==> config.mk <==
export PLATFORM = sky130hd
export DESIGN_NAME = two_one_mux
export DESIGN_NICKNAME = d
export VERILOG_FILES = /design/src/rtl/two_one_mux.sv
export SDC_FILE = /design/constraint.sdc
export NUM_CORES = 1
export LEC_CHECK = 0
export CAP_MARGIN = 20
export CORE_AREA = 2 2 108 110
export DETAILED_ROUTE_END_ITERATION = 8
export DIE_AREA = 0 0 110 112
export PLACE_DENSITY = 0.72
export SLEW_MARGIN = 0
export SYNTH_ARGS = -nofsm -noshare
export SYNTH_HDL_FRONTEND = slang
export SYNTH_SLANG_ARGS = --single-unit
export TNS_END_PERCENT = 20
==> constraint.sdc <==
create_clock -name clk -period 2.7 [get_ports clk]
set_input_delay 0.675 -clock clk [delete_from_list [all_inputs] [get_ports clk]]
set_output_delay 0.675 -clock clk [all_outputs]
set_load 0.005 [all_outputs]
==> src/rtl/two_one_mux.sv <==
// two_one_mux: 64-bit 2:1 datapath selector.
//   data_out          : combinational select, zero latency, ignores clk/rst.
//   data_out_q, sel_q : one-cycle registered copies for pipelined consumers.
//   toggle_cnt        : saturating count of edges where en differed from sel_q.
// Optional feature macro: MUX_PARITY_EN (adds parity / parity_q outputs).
module two_one_mux #(
  parameter int WIDTH     = 64,
  parameter int CNT_WIDTH = 16
) (
  input  logic                 clk,
  input  logic                 rst,
  output logic [WIDTH-1:0]     data_out,
  input  logic [WIDTH-1:0]     in_0,
  input  logic [WIDTH-1:0]     in_1,
  input  logic                 en,
  output logic [WIDTH-1:0]     data_out_q,
  output logic                 sel_q,
`ifdef MUX_PARITY_EN
  output logic                 parity,
  output logic                 parity_q,
`endif
  output logic [CNT_WIDTH-1:0] toggle_cnt
);

  // Continuous assign rather than if/else, so an X/Z select still resolves
  // to the common value when both inputs agree.
  assign data_out = en ? in_1 : in_0;

  logic cnt_sat;
  logic sel_change;

  assign cnt_sat    = &toggle_cnt;
  assign sel_change = (en != sel_q);

  // Registered copy of the mux output and select, plus saturating toggle count.
  always_ff @(posedge clk) begin
    if (rst) begin
      data_out_q <= '0;
      sel_q      <= 1'b0;
      toggle_cnt <= '0;
    end else begin
      data_out_q <= data_out;
      sel_q      <= en;
      if (sel_change && !cnt_sat)
        toggle_cnt <= toggle_cnt + CNT_WIDTH'(1);
    end
  end

`ifdef MUX_PARITY_EN
  assign parity = ^data_out;

  // Parity registered alongside data_out_q so the two stay cycle-aligned.
  always_ff @(posedge clk) begin
    if (rst) parity_q <= 1'b0;
    else     parity_q <= parity;
  end
`endif

endmodule

== Word-level counts from Yosys, hierarchy flattened ==
Cells that the tools add are included.

* Register bits after elaboration: 81
* Bits of input ports: 131
* Output and inout port bits: 145
* Word-level logic and storage cells: 9

* Add/sub/neg operators: 1
* Eq/ne operators: 1
* Multiplexer cells: 1
* Reduce and logical (&&, ||, !) cells: 3

{| class="wikitable"
|+ Operator list
! cell !! number
|-
| $mux 64 || 1
|-
| $add 16x1->16 const B || 1
|-
| $reduce_and 16->1 || 1
|-
| $logic_and 1x1->1 || 1
|-
| $logic_not 1->1 || 1
|-
| $ne 1x1->1 || 1
|}

== Depth between registers and ports, before layout ==
Gate-level depths: netlist of run 1.

* Depth after elaboration: 3
* Mapped depth: 5

== Least setup slack after synthesis of run 1 ==
OpenSTA, ideal clock, no wires.

* Path type: input-to-output
* Start point: in en
* End point: out data_out[14]
* Data arrival time: 1707 ps
* Required time: 2025 ps
* Path slack: 318 ps
* Stages on the path: 3
* Buffers on the path: 2
* Path through: clkbuf_1 -> clkbuf_1 -> mux2_2

* Cells in the longest elaborated chain, start to end: 1

{| class="wikitable"
|+ RTL lines
! element !! line !! text
|-
| start, declared || 15 || <nowiki>input logic en,</nowiki>
|-
| $mux 64 || 27 || <nowiki>assign data_out = en ? in_1 : in_0;</nowiki>
|-
| end, declared || 12 || <nowiki>output logic [WIDTH-1:0] data_out,</nowiki>
|}

Every way passes these cells.

== Worst setup path in the final report of run 1 ==
* Start point: in en
* End point: out data_out[57]

Same word-level chain as after synthesis.

==> summary.md, run 1 <==
| Metric | Value |
|---|---|
| Status | `finished, final reports clean` |
| Final period utilization | `97.6%` |
| Ys Warns | `0` |
| Syn Area/Cell | `10.7 um2` |
| Critical path arrival | `1960 ps` |
| Crit. End Element | `output pin` |
| NetSw | `0.715 mW` |
| Ant. Diodes | `0` |
| First-pass GRT wire length | `19100 um` |
| Area contributors post-synth | `dfxtp_1 49%, mux2_2 22%, nor2b_1 12%, clkbuf_1 1.7%, a21oi_1 1.4%` |
| Overflow after GRT | `0` |
| Clock root buffer | `clkbuf_16` |
| Final net count | `719` |
| Avg WL per Cell | `17.1 um` |
| Register share of total power | `37.6%` |
| Post-CTS resize count | `0` |
| Peak VDD IR | `0.490 mV` |
| Worst-path clk slew | `60 ps` |
| H-tree level count | `3` |
| Synthesized area | `3310 um2` |
| Area leader, netlist | `dfxtp_1` |
| Die Width | `110 um` |
| IO Count | `276` |
| # rows | `39` |
| Commonest cells in the netlist | `81 x dfxtp_1, 66 x nor2b_1, 65 x mux2_2, 15 x clkbuf_1` |
| CTS Buffer Depth | `2` |
| Max cap viols | `0` |
| Crit path time final | `2640 ps` |
| Comb pwr share | `21.4%` |
| Power Dens Cells | `516 nW/um2` |
| Min-Delay Startpoint | `toggle_cnt[9]` |
| Clock latency on the worst-skew pair | `330 ps` |
| GPL Wtd Cong | `0.888` |
| Max transition margin | `51.8%` |
| Sink Count | `81` |
| RSZ-0062 raised after global routing | `no` |
| Clock Skew | `2.61 ps` |
| Top cell type's share of synthesized area | `49.0%` |
| Final Max Tran Viols | `0` |
| Async S/R FF share, synth | `0%` |
| Crit Path Class | `in -> out` |
| P_leak | `2.46 nW` |
| Fin Hold WS | `548 ps` |
| Final setup vio count | `0` |
| Global-route usage over all layers | `20.5%` |
| Post-synth EDFFs | `0` |
| Critical path's slowest cell | `clkdlybuf4s50_1` |
| Final worst slack | `64.8 ps` |
| CP top delay family | `buffers and inverters` |
| Share of layout cells above drive strength 1 | `15.2%` |
| Reg2reg end | `toggle_cnt[13]` |
| Final HPWL DP | `10000 um` |
| Distinct cells, synth | `32` |
| Final ANT Viol Nets | `0` |
| R2R cell count | `4` |
| Initial antenna violation count | `0` |
| Drt total wl | `12500 um` |
| Post-synth net total | `441` |
| Postcts setup bufs | `0` |
| Post-synthesis sequential area ratio | `49.0%` |
| Reg2Reg Launch Point | `toggle_cnt[5]` |
| CP required | `2030 ps` |
| CP max stage delay | `490 ps` |
| Post-CTS Hold Fix Bufs | `0` |
| Internal power | `2.70 mW` |
| Fin. Hold Viols | `0` |
| Drt via density | `4.60` |
| Max Freq | `379 MHz` |
| Critical-path cell list | `buf_2, buf_12, mux2_2, clkdlybuf4s50_1` |
| Worst slack, placed | `67.2 ps` |
| Clock share of power | `41.0%` |
| Worst Hold Path EP | `toggle_cnt[9]` |
| FF+latch count, synth | `81` |
| DRT iter0 DRCs | `136` |
| DRC | `0` |
| Setup TNS | `0 ps` |
| Worst Path Max Fanout | `30` |
| Hold path cells | `2` |
| Num CTS Buffers | `9` |
| R2R setup slack | `710 ps` |
| Filler cell count | `945` |
| CP Launch Type | `input pin` |
| Sw frac | `20.9%` |
| 1st-pass router iterations | `4` |
| CTS tree | `built` |
| Pin count of the biggest net entering global routing | `34` |
| Core area | `11200 um2` |
| Total Die Area | `12300 um2` |
| Post-synthesis instance total | `309` |
| Vias | `3383` |
| Primary FF master, synth | `dfxtp_1` |
| Vias in the first global route | `3588` |
| Worst-Margin Slew | `717 ps` |
| PnR Total Power | `3.42 mW` |
| Worst Path Buf+Inv | `3` |
| Die Height | `112 um` |
| I/O Buffers | `275` |
| Min-delay worst type | `reg -> reg` |
| Area grow syn2layout | `100%` |
| Most numerous cell in the Yosys netlist | `dfxtp_1` |
| Initial Util | `29.6%` |
==> registers in the layout, summed over array words and instances (netlist names) <==
| signal | count |
|---|---|
| sel_q | 1 |
| data_out_q | 64 |
| toggle_cnt | 16 |
==> worst reg2reg max path: stages, from the launching register on <==
cell     delay [ps]
dfxtp_1         450
nand4_1         220
or4b_1          620
or4_1           490
a21oi_1         150
==> worst max path at each step <==
stage	startpoint	endpoint	slack, ps	cells past startpoint
2_1_floorplan	en	data_out[14]	320	3
3_5_place_dp	en	data_out[57]	70	4
6_report	en	data_out[57]	60	4
5_1_grt	en	data_out[57]	9	4
4_1_cts	en	data_out[57]	60	4
3_3_place_gp	en	data_out[57]	60	4
==> stage by stage <==
step                      utilization, %  cells  instance area (um2)
after floorplan                        -    309                 3310
final                               59.3    735                 6620
after CTS                           59.3    735                 6620
after global routing                59.3    735                 6620
after detailed placement            56.2    719                 6280
after global placement              56.2    719                 6280
==> cell usage in the layout (no fill, tap or decap), types with 2 or more instances in the layout <==
master           Yosys  routed
a21oi_1              9       9
clkdlybuf4s50_1      0     273
a211oi_1             5       5
nand3_1              6       6
nor4_1               4       4
and4_1               2       2
or3_1                3       3
nor2b_1             66      66
dfxtp_1             81      81
nand2_1              7       7
nand4_1              5       5
buf_4                0       4
nor2_1               9       9
clkbuf_16            0       9
o21ai_0              2       2
nor3_1               6       6
buf_2                0       2
a31oi_1              2       2
mux2_2              65      65
and3_1               3       3
o31ai_1              3       3
bufinv_16            0       3
buf_12               0       4
nand2b_1             2       2
or4_1                2       2
==> cell type report <==
| class | instances | area (um2) | share of cell area [%] |
|---|---|---|---|
| Tap cell | 143 | 179 | 2.70 |
| Timing Repair Buffer | 283 | 2850 | 43.1 |
| Sequential cell | 81 | 1620 | 24.5 |
| Multi-Input combinational cell | 211 | 1620 | 24.5 |
| Inverter | 1 | 3.75 | 0.0567 |
| Clock buffer | 11 | 243 | 3.66 |
| Clock inverter | 5 | 103 | 1.55 |
==> metal layers <==
metal | share of wire [%] | up-vias | GRT usage, %
met4 | 2.0 | 0 | 7.17
met3 | 11 | 20 | 8.02
met2 | 50 | 170 | 35.5
met5 | 0 | - | 0
met1 | 37 | 1568 | 22.3
li1 | - | 1625 | -
==> cells by family after synthesis <==
logic type	count (synthesis)	synth area share (%)
buffers and inverters	17	1.93
flip-flops	81	49.0
adder cells (fa/ha/maj)	1	0.378
AND/OR/NAND/NOR	119	21.3
XOR/XNOR	2	0.530
AO/OA/AOI/OAI	23	4.35
multiplexers	66	22.4
==> power by group through the flow <==
stage	combinational [mW]	clock (mW)	sequential [mW]
2_1_floorplan	0.193	0	1.32
3_3_place_gp	0.728	0	1.31
3_5_place_dp	0.730	0	1.31
4_1_cts	0.738	1.44	1.29
5_1_grt	0.780	1.49	1.29
6_report	0.730	1.40	1.29
No activity file was read; power rests on OpenSTA's default activity.
==> run 2, diff against run 1 <==
--- a/config.mk
+++ b/config.mk
@@ -10,6 +10,7 @@
 export DETAILED_ROUTE_END_ITERATION = 8
 export DIE_AREA = 0 0 110 112
 export PLACE_DENSITY = 0.72
+export SETUP_SLACK_MARGIN = 0.5
 export SLEW_MARGIN = 0
 export SYNTH_ARGS = -nofsm -noshare
 export SYNTH_HDL_FRONTEND = slang
==> summary.md, run 2 (synthesis gave the netlist of run 1 again) <==
| Metric | Value |
|---|---|
| Initial Util | `29.6% (unchanged)` |
| Top sig layer | `met4 (unchanged)` |
| Drt via density | `4.63 (was 4.60)` |
| Share of layout cells above drive strength 1 | `20.0% (was 15.2%)` |
| Min-delay worst type | `reg -> reg (unchanged)` |
| CP Launch Type | `input pin (unchanged)` |
| Final worst slack | `400 ps (was 64.8 ps)` |
| Filler cell count | `972 (was 945)` |
| I/O Buffers | `275 (unchanged)` |
| Drt total wl | `13100 um (was 12500 um)` |
| Reg2Reg Launch Point | `toggle_cnt[5] (unchanged)` |
| Overflow after GRT | `0 (unchanged)` |
| Area grow syn2layout | `103% (was 100%)` |
| Status | `finished, final reports clean (unchanged)` |
| Worst Path Max Fanout | `2 (was 30)` |
| Crit path time final | `2300 ps (was 2640 ps)` |
| Pin count of the biggest net entering global routing | `39 (was 34)` |
| Most frequent cells in the layout | `203 x clkdlybuf4s50_1, 81 x dfxtp_1, 66 x nor2b_1 (was 273 x clkdlybuf4s50_1, 81 x dfxtp_1, 66 x nor2b_1)` |
| R2R setup slack | `660 ps (was 710 ps)` |
| Post-CTS Hold Fix Bufs | `0 (unchanged)` |
| P_leak | `2.65 nW (was 2.46 nW)` |
| # rows | `39 (unchanged)` |
| RSZ-0062 raised after global routing | `yes (was no)` |
| Finished layout cell area | `6730 um2 (was 6620 um2)` |
| Crit Path Class | `in -> out (unchanged)` |
| Final setup vio count | `0 (unchanged)` |
| Final HPWL DP | `9620 um (was 10000 um)` |
| Post-route non-filler standard cell count | `744 (was 735)` |
| Fin. Hold Viols | `0 (unchanged)` |
| M1 WL | `5130 um (was 4640 um)` |
| DRT iter0 DRCs | `93 (was 136)` |
| Initial antenna violation count | `2 (was 0)` |
| Peak VDD IR | `0.272 mV (was 0.490 mV)` |
| Reg with most FFs | `data_out_q (unchanged)` |
| Max cap viols | `0 (unchanged)` |
| DRC | `0 (unchanged)` |
| Final period utilization | `85.2% (was 97.6%)` |
| Sink Count | `81 (unchanged)` |
| Area after DPL | `6270 um2 (was 6280 um2)` |
| DR WL met2 | `6440 um (was 6330 um)` |
| Critical path arrival | `1630 ps (was 1960 ps)` |
| Worst slack, placed | `74.3 ps (was 67.2 ps)` |
| Top flop regs | `data_out_q (64), toggle_cnt (16), sel_q (1) (unchanged)` |
| Final Max Tran Viols | `0 (unchanged)` |
| Global-route usage over all layers | `20.9% (was 20.5%)` |
| R2R cell count | `4 (unchanged)` |
| Max transition margin | `48.1% (was 51.8%)` |
| Reg2reg end | `toggle_cnt[13] (unchanged)` |
| Clock root buffer | `clkbuf_16 (unchanged)` |
| Vias in the first global route | `3563 (was 3588)` |
| CP required | `2030 ps (about the same)` |
| Min-Delay Startpoint | `toggle_cnt[1] (was toggle_cnt[9])` |
| Power Dens Cells | `484 nW/um2 (was 516 nW/um2)` |
| Final ANT Viol Nets | `0 (unchanged)` |
| 1st-pass router iterations | `5 (was 4)` |
| Max Freq | `435 MHz (was 379 MHz)` |
| H-tree level count | `3 (unchanged)` |
| CTS tree | `built (unchanged)` |
| Crit. End Element | `output pin (unchanged)` |
| Vias | `3445 (was 3383)` |
| First-pass GRT wire length | `19400 um (was 19100 um)` |
| Clock Skew | `1.73 ps (was 2.61 ps)` |
| Num CTS Buffers | `9 (unchanged)` |
| Die Width | `110 um (unchanged)` |
| Worst-Margin Slew | `772 ps (was 717 ps)` |
| Final net count | `726 (was 719)` |
| IO Count | `276 (unchanged)` |
| Core area | `11200 um2 (unchanged)` |
| GPL Wtd Cong | `0.891 (was 0.888)` |
| Number of flip-flops in the largest register | `64 (unchanged)` |
| Setup TNS | `0 ps (unchanged)` |
| Worst Hold Path EP | `toggle_cnt[1] (was toggle_cnt[9])` |
| Met3 WL | `1340 um (was 1320 um)` |
| Worst-path clk slew | `60 ps (about the same)` |
| Die Height | `112 um (unchanged)` |
| Commonest non-fill, non-tap cell in the layout | `clkdlybuf4s50_1 (unchanged)` |
| Total Die Area | `12300 um2 (unchanged)` |
| Hold path cells | `2 (unchanged)` |
| Placed cells | `719 (unchanged)` |
| PnR Total Power | `3.25 mW (was 3.42 mW)` |
| Clock latency on the worst-skew pair | `330 ps (about the same)` |
| CTS Buffer Depth | `2 (unchanged)` |
| Avg WL per Cell | `17.6 um (was 17.1 um)` |
[run 2: cell count changes in the layout (fill, tap and decap cells not counted), sizes merged]
| cell | previous run | this run |
|---|---|---|
| buf | 10 | 25 |
| bufinv | 3 | 0 |
| clkbuf | 11 | 29 |
| clkdlybuf4s15 | 0 | 38 |
| clkdlybuf4s50 | 273 | 203 |
| clkinvlp | 1 | 0 |
| diode | 0 | 2 |
| dlygate4sd2 | 0 | 8 |
| dlymetal6s2s | 0 | 2 |
[run 2: critical path, stage by stage]
cell	delay, ps
clkdlybuf4s50_1	410
mux2_4	280
dlygate4sd2_1	260
[run 2: worst max-delay path by stage]
| stage | from | slack [ps] | endpoint | cells after the start |
|---|---|---|---|---|
| 2_1_floorplan | en | 570 | data_out[14] | 3 |
| 3_3_place_gp | en | 80 | data_out[0] | 4 |
| 3_5_place_dp | en | 70 | data_out[0] | 4 |
| 4_1_cts | en | 400 | data_out[12] | 4 |
| 5_1_grt | in_0[31] | 380 | data_out[31] | 3 |
| 6_report | in_0[31] | 400 | data_out[31] | 3 |
[run 2: stage by stage]
step                hold WS, ps  utilization [%]
floorplan                   491                -
global placement            505             56.1
detailed placement          535             56.1
CTS                         545             59.4
global route                573             60.2
finish                      545             60.2
[run 2: cell type report]
type	count	area, um2	area share, %
timing repair buffer	290	2940	43.7
clock inverter	1	5.00	0.0744
sequential	81	1620	24.1
tap	143	179	2.66
inverter	1	3.75	0.0558
multi-input combinational	211	1670	24.8
antenna	2	5.00	0.0744
clock buffer	15	308	4.57
[run 2: where the power goes]
group          switching, mW  internal, mW  leakage [nW]
logic                  0.226         0.499          1.82
clock network          0.471         0.773         0.158
registers             0.0221          1.26         0.671
total                  0.719          2.54          2.65
[run 2: per-layer routing]
metal  vias up  track usage (%)
met4         0             7.76
li1       1653                -
met3        18             8.43
met5         -                0
met2       154             34.2
met1      1620             24.3
[run 2: repair_timing]
| action | in CTS | in global routing |
|---|---|---|
| setup buffers | 0 | 0 |
| gates resized for setup | 138 | 48 |
| gates cloned | 4 | 3 |
| endpoints found under the setup margin | 64 | 55 |
